### config.mk
export PLATFORM = sky130hd
export DESIGN_NAME = uart_rx_flat
export DESIGN_NICKNAME = d
export VERILOG_FILES = /design/src/rtl/uart_rx_if.sv /design/src/rtl/uart_rx.sv /design/src/flat_wrapper.sv
export SDC_FILE = /design/constraint.sdc
export NUM_CORES = 1
export LEC_CHECK = 0
export CAP_MARGIN = 20
export CORE_MARGIN = 2
export CORE_UTILIZATION = 35
export CTS_BUF_LIST = sky130_fd_sc_hd__clkbuf_16
export DETAILED_ROUTE_END_ITERATION = 8
export DONT_BUFFER_PORTS = 1
export GPL_ROUTABILITY_DRIVEN = 0
export SYNTH_ARGS = -nofsm -noshare
export SYNTH_HDL_FRONTEND = slang
export SYNTH_SLANG_ARGS = --single-unit
### constraint.sdc
create_clock -name clk -period 1.9 [get_ports clk]
set_clock_uncertainty 0.1 [all_clocks]
set_input_delay 0.19 -clock clk [delete_from_list [all_inputs] [get_ports clk]]
set_output_delay 0.19 -clock clk [all_outputs]
set_load 0.005 [all_outputs]
### src/rtl/uart_rx_if.sv
// Serial-receive bundle: the raw line in, received word plus status pulses out.
interface uart_rx_if #(
    parameter int DBIT = 8
);
    logic            rx;
    logic [DBIT-1:0] rx_dout;
    logic            rx_done_tick;
    logic            frame_err;
    logic            busy;

    modport master (
        output rx,
        input  rx_dout,
        input  rx_done_tick,
        input  frame_err,
        input  busy
    );

    modport slave (
        input  rx,
        output rx_dout,
        output rx_done_tick,
        output frame_err,
        output busy
    );
endinterface

### src/rtl/uart_rx.sv
// 16x-oversampled UART receiver: start-bit glitch rejection, LSB-first data,
// stop-bit framing check with one-cycle done / frame-error pulses.
module uart_rx #(
    parameter int DBIT     = 8,
    parameter int SB_TICK  = 16,
    parameter int BAUD_DIV = 651
) (
    input  logic       clk,
    input  logic       reset_n,
    uart_rx_if.slave   bus
);
    localparam int SW = ($clog2(SB_TICK) > 4) ? $clog2(SB_TICK) : 4;
    localparam int NW = ($clog2(DBIT) > 0) ? $clog2(DBIT) : 1;
    localparam int CW = ($clog2(BAUD_DIV) > 0) ? $clog2(BAUD_DIV) : 1;

    typedef enum logic [1:0] {IDLE, START, DATA, STOP} state_t;

    logic [1:0]      sync_q, sync_d;
    logic [CW-1:0]   cnt_q, cnt_d;
    state_t          state_q, state_d;
    logic [SW-1:0]   s_q, s_d;
    logic [NW-1:0]   n_q, n_d;
    logic [DBIT-1:0] b_q, b_d;
    logic [DBIT-1:0] dout_q, dout_d;
    logic            done_q, done_d;
    logic            ferr_q, ferr_d;
    logic            rx_s;
    logic            s_tick;

    assign rx_s   = sync_q[1];
    assign s_tick = (cnt_q == CW'(BAUD_DIV - 1));

    always_comb begin
        sync_d  = {sync_q[0], bus.rx};
        cnt_d   = s_tick ? '0 : cnt_q + CW'(1);
        state_d = state_q;
        s_d     = s_q;
        n_d     = n_q;
        b_d     = b_q;
        dout_d  = dout_q;
        done_d  = 1'b0;
        ferr_d  = 1'b0;
        case (state_q)
            IDLE: begin
                if (!rx_s) begin
                    s_d     = '0;
                    state_d = START;
                end
            end
            START: begin
                // A start bit still low at mid-bit is real; otherwise it was a glitch.
                if (s_tick) begin
                    if (s_q == SW'(7)) begin
                        if (!rx_s) begin
                            s_d     = '0;
                            n_d     = '0;
                            state_d = DATA;
                        end else begin
                            state_d = IDLE;
                        end
                    end else begin
                        s_d = s_q + SW'(1);
                    end
                end
            end
            DATA: begin
                if (s_tick) begin
                    if (s_q == SW'(15)) begin
                        s_d = '0;
                        b_d = {rx_s, b_q[DBIT-1:1]};
                        if (n_q == NW'(DBIT - 1)) begin
                            state_d = STOP;
                        end else begin
                            n_d = n_q + NW'(1);
                        end
                    end else begin
                        s_d = s_q + SW'(1);
                    end
                end
            end
            STOP: begin
                if (s_tick) begin
                    if (s_q == SW'(SB_TICK - 1)) begin
                        state_d = IDLE;
                        if (rx_s) begin
                            dout_d = b_q;
                            done_d = 1'b1;
                        end else begin
                            ferr_d = 1'b1;
                        end
                    end else begin
                        s_d = s_q + SW'(1);
                    end
                end
            end
            default: state_d = IDLE;
        endcase
    end

    always_ff @(posedge clk or negedge reset_n) begin
        if (!reset_n) begin
            sync_q  <= 2'b11;
            cnt_q   <= '0;
            state_q <= IDLE;
            s_q     <= '0;
            n_q     <= '0;
            b_q     <= '0;
            dout_q  <= '0;
            done_q  <= 1'b0;
            ferr_q  <= 1'b0;
        end else begin
            sync_q  <= sync_d;
            cnt_q   <= cnt_d;
            state_q <= state_d;
            s_q     <= s_d;
            n_q     <= n_d;
            b_q     <= b_d;
            dout_q  <= dout_d;
            done_q  <= done_d;
            ferr_q  <= ferr_d;
        end
    end

    assign bus.rx_dout      = dout_q;
    assign bus.rx_done_tick = done_q;
    assign bus.frame_err    = ferr_q;
    assign bus.busy         = (state_q != IDLE);
endmodule

### src/flat_wrapper.sv
// flat-port wrapper written by rule: the top's interface ports become plain ports
module uart_rx_flat 
#(
    parameter int DBIT     = 8,
    parameter int SB_TICK  = 16,
    parameter int BAUD_DIV = 651
)
  (clk, reset_n, bus_rx, bus_rx_dout, bus_rx_done_tick, bus_frame_err, bus_busy);
  uart_rx_if #(.DBIT(DBIT)) bus_i ();
  input  logic clk;
  input  logic reset_n;
  input wire logic [$bits(bus_i.rx)-1:0] bus_rx;
  output wire logic [$bits(bus_i.rx_dout)-1:0] bus_rx_dout;
  output wire logic [$bits(bus_i.rx_done_tick)-1:0] bus_rx_done_tick;
  output wire logic [$bits(bus_i.frame_err)-1:0] bus_frame_err;
  output wire logic [$bits(bus_i.busy)-1:0] bus_busy;
  assign bus_i.rx = bus_rx;
  assign bus_rx_dout = bus_i.rx_dout;
  assign bus_rx_done_tick = bus_i.rx_done_tick;
  assign bus_frame_err = bus_i.frame_err;
  assign bus_busy = bus_i.busy;
  uart_rx #(.DBIT(DBIT), .SB_TICK(SB_TICK), .BAUD_DIV(BAUD_DIV)) u_core (.clk(clk), .reset_n(reset_n), .bus(bus_i));
endmodule
## After elaboration in Yosys (flattened, before gate mapping)

Cells that the tools add are included.

- Add/subtract/negate cells: 3
- $mul: 0
- Divide/modulo/power cells: 0
- Order comparisons: 0
- Eq/ne operators: 18
- Shift operators: 0
- Muxes and demuxes: 34
- Bitwise operators: 0
- Reduce and logical (&&, ||, !) cells: 8

Operators by type and width:

| cell | count |
|---|---|
| $mux W4 | 7 |
| $mux W2 | 9 |
| $mux W3 | 6 |
| $pmux W4 S4 | 1 |
| $ne A2 B1 Y1 const B | 7 |
| $add A10 B1 Y10 const B | 1 |
| $eq A10 B10 Y1 const B | 1 |
| $mux W10 | 1 |
| $mux W1 | 8 |
| $ne A2 B2 Y1 const B | 4 |
| $pmux W2 S4 | 1 |
| $reduce_and A4 Y1 | 2 |
| $reduce_and A8 Y1 | 1 |
| $reduce_and A7 Y1 | 1 |
| $pmux W3 S2 | 1 |
| $add A4 B1 Y4 const B | 1 |
| $eq A2 B2 Y1 const B | 2 |
| $eq A4 B3 Y1 const B | 1 |
| $eq A4 B4 Y1 const B | 1 |
| $reduce_bool A2 Y1 | 2 |
| $add A3 B1 Y3 const B | 1 |
| $eq A3 B3 Y1 const B | 1 |
| $reduce_and A3 Y1 | 1 |
| $eq A2 B1 Y1 const B | 1 |
| $logic_not A2 Y1 | 1 |

- Register bits: 39
- Bits in latches: 0
- RAM bits: 0
- Bits in read-only memories: 0
- Input port bits: 3
- Output and inout bits: 11
- Logic and storage cells: 72
- Memories kept: 0

## Longest topological paths before layout

Gate-level depths: netlist of the first run.

- Depth after elaboration: 5
- Mapped depth: 7
- Mapped depth without buffers: 6

## Worst setup path before layout of the first run

No wires, ideal clock.

- Kind: register to register
- From: register (tool-made name)
- To: register u_core.n_q[1]
- Library setup time: 87 ps
- Data arrival time: 1700 ps
- Data required time: 1713 ps
- Setup slack: 13 ps
- Cell stages (with the launch flop): 8
- Buffers on the path: 1
- Cell sequence: dfrtp_1 inv_1 ha_1 clkbuf_1 mux2i_1 nand3_1 or4_1 o211ai_1

RTL lines:

| item | line | source |
|---|---|---|
| end signal: assignment | uart_rx.sv:116 | `n_q <= n_d;` |
| end: declaration | uart_rx.sv:22 | `logic [NW-1:0] n_q, n_d;` |

## Worst setup path after layout of the first run

- From: register u_core.state_q[0]
- To: register u_core.dout_q[2] (netlist: u_core.bus.rx_dout[2])

- Word-level cells in the longest chain between the ends: 2

Ends and longest elaborated chain:

| item | line | source |
|---|---|---|
| start: declaration | uart_rx.sv:20 | `state_t state_q, state_d;` |
| start signal: assignment | uart_rx.sv:114 | `state_q <= state_d;` |
| $eq A2 B2 Y1 | uart_rx.sv:43 | `case (state_q)` |
| $reduce_and A4 Y1 (no line) | - |  |
| end signal: assignment | uart_rx.sv:118 | `dout_q <= dout_d;` |
| end: declaration | uart_rx.sv:24 | `logic [DBIT-1:0] dout_q, dout_d;` |

No other way between the ends.
A chain may end at the register's enable or synchronous reset.

==> results of run 1 <==
## stage by stage
| step | TNS (ps) | total power, mW | setup WS (ps) | utilization [%] | instances |
|---|---|---|---|---|---|
| 2_1_floorplan | 0 | 0.855 | 13.3 | - | 165 |
| 3_3_place_gp | 0 | 0.859 | 21.3 | 41.9 | 255 |
| 3_5_place_dp | -131 | 0.859 | -23.2 | 41.9 | 255 |
| 4_1_cts | -60.0 | 1.97 | -20.6 | 47.4 | 268 |
| 5_1_grt | -1290 | 2.01 | -106 | 49.3 | 270 |
| 6_report | 0 | 1.95 | 28.1 | 49.3 | 270 |
## sequential cells by signal (all words and copies together), names as in the netlist, named ones only
signal                   count
u_core.bus.frame_err         1
u_core.n_q                   3
u_core.state_q               1
u_core.s_q                   4
u_core.cnt_q                10
u_core.b_q                   8
u_core.bus.rx_dout           8
u_core.bus.rx_done_tick      1
u_core.sync_q                2
## area by class of cell
cell class | count | share of cell area (%)
Clock buffer | 5 | 4.88
Clock inverter | 3 | 2.63
Inverter | 10 | 1.46
Multi-Input combinational cell | 112 | 39.1
Sequential cell | 39 | 38.1
Tap cell | 70 | 3.41
Timing Repair Buffer | 31 | 10.4
## cell usage in the layout, fill, tap and decap left out, drive strengths merged, types with 2 or more instances in the layout
cell         instances
o21ai                3
nand2               12
mux2i                4
buf                 29
bufinv               2
or4                  3
dfrtp               37
xnor2                4
a22oi                3
and3b                2
clkbuf               5
nand3                7
nor4                 2
nor3                 4
dfstp                2
dlygate4sd3          2
o211ai               5
inv                 10
nor2                12
mux2                16
xor2                 4
nand3b               2
ha                  10
nand4                2
and3                 3
## power breakdown
group | switching [mW] | internal [mW] | total, mW
Sequential | 0.00350 | 0.835 | 0.838
Combinational | 0.0199 | 0.0101 | 0.0299
Clock | 0.332 | 0.752 | 1.08
## what timing repair did
action | CTS | global route
gates resized for setup | 10 | 18
setup endpoints to repair | 18 | 25
hold endpoints to repair | 40 | 0
hold buffers | 3 | 0
buffers inserted | 2 | 3
pin swaps | 2 | 6
cloned | 0 | 0
## cells by family after synthesis
family                   count (synthesis)  synth area share, %
buffers and inverters                   14                 2.99
AO/OA/AOI/OAI                           20                 7.68
XOR/XNOR                                 8                 3.64
flip-flops                              39                 50.9
multiplexers                            20                 11.5
AND/OR/NAND/NOR                         54                 16.9
adder cells (fa/ha/maj)                 10                 6.51
## worst max path at each step
stage / cells after the start / slack [ps] / startpoint / endpoint
2_1_floorplan: 7 / 10 / flip-flop / u_core.n_q[1]
3_3_place_gp: 7 / 20 / u_core.cnt_q[0] / u_core.bus.rx_dout[6]
3_5_place_dp: 6 / -20 / flip-flop / u_core.n_q[1]
4_1_cts: 7 / -20 / u_core.state_q[0] / u_core.s_q[2]
5_1_grt: 6 / -110 / u_core.state_q[0] / u_core.bus.rx_dout[2]
6_report: 6 / 30 / u_core.state_q[0] / u_core.bus.rx_dout[2]
## metal layers
metal	routed length, um	vias to the layer above	GRT usage (%)	part of all wire [%]
met2	2120	21	24.1	52
met1	1750	703	18.2	43
met3	117	7	3.45	2.9
met4	70	0	5.96	1.7
met5	0	-	0	0
li1	-	663	-	-
==> flow_summary.json, run 1 <==
{
  "status": "complete, no violations",
  "cts_tree": "built",
  "ys_seq_area_share_pct": 50.9,
  "nNetsFinal": 212,
  "yosysMostFrequentCell": "dfrtp_1",
  "grt_max_degree": 40,
  "synth_cell_type_count": 41,
  "htreeDepth": 2,
  "grt_first_pass_wirelength_um": 6930,
  "synthesis.nets": 178,
  "dr.pass1.iters": 4,
  "synthTopCellsByArea": "dfrtp_1, mux2_2, ha_1",
  "rrSetupSlack_ps": 30,
  "drive_above_1_share_pct": 35.5,
  "critPathKind": "flip-flop to flip-flop",
  "fmax_ghz": 0.534,
  "io_buffers": 0,
  "rows": 26,
  "netlist_area_um2": 1920,
  "finalInstanceArea_um2": 2560,
  "relSlewSlack_pct": 76.0,
  "n_antenna_cell": 0,
  "antenna_found_initial": 0,
  "clkTransAtPathRegs_ps": 60,
  "synth_top_flop_cell": "dfrtp_1",
  "cap_violations": 0,
  "grt_pass1_vias": 1480,
  "slowest_stage": "dfrtp_1",
  "cp_top_family": "simple AND/OR/NAND/NOR gates",
  "drtIter0Drc": 46,
  "ir_worst_vdd_uv": 522,
  "dieArea_um2": 6100,
  "clockRootBuffer": "clkbuf_16",
  "place_area_um2": 2180,
  "worst-r2r-cell-count": 6,
  "ys_warn_count": 0,
  "multiInputGateArea_um2": 1000,
  "die_width_um": 78.1,
  "synth_top_area_share_pct": 48.1,
  "finalCritPeriodShare_pct": 98.5,
  "hold_violations": 0,
  "fill_cells": 444,
  "powerDensity_nw_per_um2": 761,
  "fin_crit_ps": 1870,
  "drcViolationCount": 0,
  "tightest_slew_ps": 361,
  "synth_edf_count": 0,
  "endpoint_kind": "flip-flop",
  "setup_viol": 0,
  "wl_um": 4060,
  "grt_remaining_overflow": 0,
  "cp_cell_sequence": "buf_6 -> ha_4 -> nand4_1 -> nor3_4 -> buf_12 -> mux2_2",
  "clock-sinks": 39,
  "vias": 1394,
  "ant_nets": 0,
  "hold_class": "input pin to asynchronous set/reset pin",
  "cp-start-kind": "flip-flop",
  "syn_avg_cell_area_um2": 11.7,
  "async_flop_share_pct": 100,
  "synth_area_leader_cell": "dfrtp_1",
  "r2r_end": "u_core.bus.rx_dout[2]",
  "holdWs_ps": 256,
  "cp_max_fo": 9,
  "insertion_delay_ps": 280,
  "gr-usage-all-layers_pct": 14.5,
  "dp.final_hpwl_um": 2720,
  "drt-vias-per-instance": 5.16,
  "rsz0062_at_grt": "true",
  "wl_per_cell_um": 15.0,
  "leakage_nw": 1.22,
  "cts_buffers": 5,
  "areaGrowthSynthToFinish_pct": 33.4,
  "core_um2": 5200,
  "worstPathArrival_ps": 1940,
  "r2r-start": "u_core.state_q[0]",
  "synth_cells": 165,
  "drv_slew": 0,
  "cp_data_required_time_ps": 1970,
  "die_h_um": 78.1,
  "synth_common_cells": "dfrtp_1, mux2_2, nand2_1, nor2_1",
  "initial_core_util_pct": 36.9,
  "crit_buf_inv": 2,
  "cpPeakStageDelay_ps": 390,
  "seqCellArea_um2": 978,
  "clk_path_buf_depth": 2,
  "synth_seq_cells": 39,
  "io_pins": 14
}
Note: power is estimated with default switching activity, not from simulation.
==> run 2, diff against run 1 <==
Settings changed: TNS_END_PERCENT set to 30.
==> run 2 against run 1 <==
Against the previous run: fmax is essentially flat; critical path depth is the same; count of clock-buffer cells in the layout is the same; power grew 0.19%; combinational power is essentially flat; worst hold slack lost 1.3 ps; global-route usage is essentially flat; clock power is essentially flat; core utilization grew 0.14 points; final cell count is the same; non-clock buffer count is the same.
==> flow_summary.json, run 2 (synthesis results as in run 1) <==
{
  "endpoint_kind": "flip-flop",
  "grt_pass1_vias": 1480,
  "largest-register": "u_core.cnt_q",
  "critPathKind": "flip-flop to flip-flop",
  "cp-start-kind": "flip-flop",
  "rrSetupSlack_ps": 30,
  "hold_violations": 0,
  "seqPwrFrac_pct": 42.9,
  "gr-usage-all-layers_pct": 14.5,
  "worst-r2r-cell-count": 6,
  "n_antenna_cell": 0,
  "cp_data_required_time_ps": 1970,
  "areaGrowthSynthToFinish_pct": 33.8,
  "io_buffers": 0,
  "grt_remaining_overflow": 0,
  "fin_total_pwr_mw": 1.96,
  "drv_slew": 0,
  "drcViolationCount": 0,
  "setup_viol": 0,
  "die_width_um": 78.1,
  "dr.pass1.iters": 4,
  "powerDensity_nw_per_um2": 760,
  "core_um2": 5200,
  "drt-vias-per-instance": 5.23,
  "globalRouteMet3Util_pct": 3.45,
  "dp.final_hpwl_um": 2720,
  "hold_class": "input pin to asynchronous set/reset pin",
  "clkTransAtPathRegs_ps": 60,
  "p_int_mw": 1.60,
  "relSlewSlack_pct": 76.1,
  "clock-sinks": 39,
  "initial_core_util_pct": 36.9,
  "vias": 1411,
  "fmax_ghz": 0.534,
  "antenna_found_initial": 0,
  "holdWs_ps": 254,
  "cts_tree": "built",
  "cp_cell_sequence": "buf_6 -> ha_4 -> nand4_1 -> nor3_4 -> buf_12 -> mux2_2",
  "clk_path_buf_depth": 2,
  "final_cells": 270,
  "cp_max_fo": 9,
  "io_pins": 14,
  "dieArea_um2": 6100,
  "drive_above_1_share_pct": 35.5,
  "status": "complete, no violations",
  "cts_buffers": 5,
  "grt_max_degree": 40,
  "layout_common_cells": "dfrtp_1, buf_4, nand2_1, nor2_1, inv_1",
  "cap_violations": 0,
  "wl_um": 4080,
  "ant_nets": 0,
  "fin_crit_ps": 1870,
  "top_usage_layer": "met2",
  "finalCritPeriodShare_pct": 98.6,
  "comb_power_share_pct": 1.5,
  "largest_reg_flops": 10,
  "die_h_um": 78.1,
  "clockRootBuffer": "clkbuf_16",
  "drtIter0Drc": 48,
  "rows": 26,
  "htreeDepth": 2,
  "p_clk_share_pct": 55.6,
  "swShare_pct": 18.3,
  "gr-usage-met2_pct": 24.1,
  "grt_use_met1_pct": 18.2,
  "wl_per_cell_um": 15.1,
  "slowest_stage": "dfrtp_1",
  "rsz0062_at_grt": "true",
  "leakage_nw": 1.22,
  "p_switching_mw": 0.359,
  "nNetsFinal": 212,
  "cpPeakStageDelay_ps": 390,
  "worstPathArrival_ps": 1940,
  "tightest_slew_ps": 359,
  "ir_worst_vdd_uv": 522,
  "insertion_delay_ps": 290,
  "layout_commonest_cell": "dfrtp_1",
  "grt_first_pass_wirelength_um": 6910,
  "dp.cells": 255
}
[run 2: changes by cell type in the layout (fill, tap and decap cells not counted)]
cell,previous run,this run
buf_4,26,25
buf_8,0,1
[run 2: final cells by class]
cell class / instances / area, um^2
Timing Repair Buffer: 31 / 274
Multi-Input combinational cell: 112 / 1000
Tap cell: 70 / 87.6
Inverter: 10 / 37.5
Fill cell: 443 / 2630
Clock inverter: 3 / 67.6
Clock buffer: 5 / 125
Sequential cell: 39 / 978
[run 2: through the flow]
step / TNS (ps) / instance area [um^2] / util, % / setup slack (ps)
3_5_place_dp: -131 / 2180 / 41.9 / -23.2
2_1_floorplan: 0 / 1920 / - / 13.3
4_1_cts: -80.4 / 2450 / 47.1 / -20.6
3_3_place_gp: 0 / 2180 / 41.9 / 21.3
6_report: 0 / 2570 / 49.4 / 27.4
5_1_grt: -1450 / 2570 / 49.4 / -106
[run 2: power by group through the flow]
stage / clock network [mW] / logic (mW) / registers, mW
6_report: 1.09 / 0.0298 / 0.838
5_1_grt: 1.14 / 0.0352 / 0.838
4_1_cts: 1.10 / 0.0314 / 0.838
3_5_place_dp: 0 / 0.00600 / 0.853
3_3_place_gp: 0 / 0.00602 / 0.853
2_1_floorplan: 0 / 0.00375 / 0.851
[run 2: timing repair]
item,CTS,global route
setup buffers,2,2
hold buffers,3,0
endpoints found under the setup margin,18,25
pin swaps,1,7
endpoints found under the hold margin,40,0
resized for setup,6,22
[run 2: critical path: cells and delay by family (launching register included)]
| family | cells | cell delay [ps] |
|---|---|---|
| AND/OR/NAND/NOR | 2 | 490 |
| flip-flops | 1 | 390 |
| multiplexers | 1 | 330 |
| buffers and inverters | 2 | 290 |
| adder cells (fa/ha/maj) | 1 | 160 |
[run 2: routing by layer]
layer	vias to the layer above	wire length, um
met5	-	0
met4	0	70
met2	18	2120
li1	662	-
met1	724	1790
met3	7	94
[run 2: worst paths after layout]
| check | startpoint | endpoint |
|---|---|---|
| setup reg to reg | u_core.state_q[0] | u_core.bus.rx_dout[2] |
| setup / recovery | u_core.state_q[0] | u_core.bus.rx_dout[2] |
| hold reg to reg | u_core.sync_q[0] | u_core.sync_q[1] |
| min in group clk | u_core.sync_q[0] | u_core.sync_q[1] |
| hold / removal | reset_n | u_core.state_q[0] |
| max in group asynchronous | reset_n | u_core.sync_q[1] |
==> run 3, diff against run 2 <==
Settings changed: CELL_PAD_IN_SITES_DETAIL_PLACEMENT set to 0, CELL_PAD_IN_SITES_GLOBAL_PLACEMENT set to 1, PLACE_DENSITY_LB_ADDON set to 0.1.
==> run 3 against run 2 <==
Against the previous run: the run now ends with negative setup slack left; core utilization fell by 0.46 points; die area stayed put; sequential power about the same; final cell count is 2.6% higher; count of clock-buffer cells in the layout unchanged; power decreased by 13%; setup slack got worse by 61 ps; wire length down 2.1%; clock power shrank 24%; global-route usage grew 0.30 points.
==> flow_summary.json, run 3 (synthesis results as in run 1) <==
{
  "status": "finished with violations",
  "violations": "negative setup slack",
  "htreeDepth": 2,
  "drcViolationCount": 0,
  "rows": 26,
  "ant_nets": 0,
  "largest_reg_flops": 10,
  "wl_per_cell_um": 14.4,
  "fmax_ghz": 0.517,
  "n_antenna_cell": 0,
  "layout_commonest_cell": "dfrtp_1",
  "layout_common_cells": "dfrtp_1, buf_4, nand2_1, nor2_1, inv_1",
  "grt_remaining_overflow": 0,
  "finalInstanceArea_um2": 2550,
  "final_cells": 277,
  "fin_crit_ps": 1930,
  "antenna_found_initial": 0,
  "setup_viol": 8,
  "core_um2": 5200,
  "clockRootBuffer": "clkbuf_16",
  "cap_violations": 0,
  "areaGrowthSynthToFinish_pct": 32.5,
  "leakage_nw": 1.23,
  "gr-usage-all-layers_pct": 14.8,
  "cp_cell_sequence": "nor4b_4 -> buf_4 -> nand3b_4 -> nor3_4 -> buf_12 -> mux2_2",
  "dr.pass1.iters": 6,
  "slowest_stage": "dfrtp_1",
  "vias": 1393,
  "cp_max_fo": 9,
  "r2r_end": "u_core.bus.rx_dout[2]",
  "endpoint": "u_core.bus.rx_dout[2]",
  "ir_worst_vdd_uv": 422,
  "drt-vias-per-instance": 5.03,
  "drv_slew": 0,
  "hold_class": "input pin to asynchronous set/reset pin",
  "tightest_slew_ps": 438,
  "powerDensity_nw_per_um2": 666,
  "cpPeakStageDelay_ps": 410,
  "largest-register": "u_core.cnt_q",
  "io_pins": 14,
  "hold_violations": 0,
  "grt_max_degree": 40,
  "grt_pass1_vias": 1532,
  "finalCritPeriodShare_pct": 102,
  "critPathKind": "flip-flop to flip-flop",
  "clock-sinks": 39,
  "rsz0062_at_grt": "true",
  "grt_first_pass_wirelength_um": 7040,
  "io_buffers": 0,
  "nNetsFinal": 219,
  "cts_buffers": 5,
  "place_area_um2": 2230,
  "die_h_um": 78.1,
  "drive_above_1_share_pct": 37.7,
  "dp.final_hpwl_um": 2850,
  "setup_ws_ps": -33.8,
  "worst-r2r-cell-count": 6,
  "clk_path_buf_depth": 2,
  "dieArea_um2": 6100,
  "relSlewSlack_pct": 70.8,
  "die_width_um": 78.1,
  "insertion_delay_ps": 280,
  "crit_start": "u_core.cnt_q[8]",
  "rrSetupSlack_ps": -30,
  "drtIter0Drc": 50,
  "initial_core_util_pct": 36.9,
  "endpoint_kind": "flip-flop",
  "dp.cells": 259,
  "cp-start-kind": "flip-flop",
  "wl_um": 3990,
  "worstPathArrival_ps": 2000,
  "cp_data_required_time_ps": 1960,
  "cts_tree": "built",
  "clkTransAtPathRegs_ps": 60,
  "r2r-start": "u_core.cnt_q[8]"
}
run 3: worst min-delay path by stage:
stage	from	endpoint	slack, ps
2_1_floorplan	reset_n	asynchronous set/reset pin	-210
3_3_place_gp	reset_n	u_core.cnt_q[5]	-200
3_5_place_dp	reset_n	u_core.cnt_q[5]	-200
4_1_cts	reset_n	u_core.cnt_q[5]	260
5_1_grt	u_core.sync_q[0]	u_core.sync_q[1]	270
6_report	reset_n	u_core.cnt_q[5]	260
run 3: repair_timing:
action                                 CTS  global route
resized for setup                        5            16
hold buffers                             3             0
pin swaps                                1             5
setup buffers                            6             1
endpoints found under the hold margin   40             0
setup endpoints to repair               20            25
run 3: area by class of cell:
cell class,instances,area [um^2]
tap,70,87.6
clock buffer,5,125
multi-input combinational,112,968
fill,475,2660
sequential,39,978
timing repair buffer,38,328
inverter,10,37.5
clock inverter,3,23.8
run 3: per-stage QoR:
stage / util (%) / TNS, ps / setup WS (ps) / hold slack, ps / power (mW)
after floorplan: - / 0 / 13.3 / -206 / 0.855
after global placement: 42.8 / -121 / -17.6 / -204 / 0.859
after detailed placement: 42.8 / -495 / -41.8 / -205 / 0.859
after CTS: 47.6 / -273 / -38.2 / 257 / 1.73
after global routing: 49.0 / -1540 / -123 / 273 / 1.77
final: 49.0 / -243 / -33.8 / 256 / 1.70
run 3: power by group:
group	total, mW	switching [mW]	leakage (nW)	internal (mW)
Clock	0.830	0.339	0.0664	0.490
Combinational	0.0313	0.0204	0.648	0.0109
Sequential	0.837	0.00286	0.518	0.835
Total	1.70	0.363	1.23	1.34
run 3: worst max-delay path: cells and delay by family (launching register included):
kind	cells	cell delay (ps)
DFF	1	410
buffers and inverters	2	320
muxes	1	330
and+or+nand+nor	3	660
run 3: layer usage:
metal | global-route usage [%] | vias up | share of wire, %
met4 | 7.37 | 0 | 1.8
met3 | 3.56 | 6 | 2.3
li1 | - | 675 | -
met5 | 0 | - | 0
met2 | 25.9 | 13 | 52
met1 | 16.8 | 699 | 44
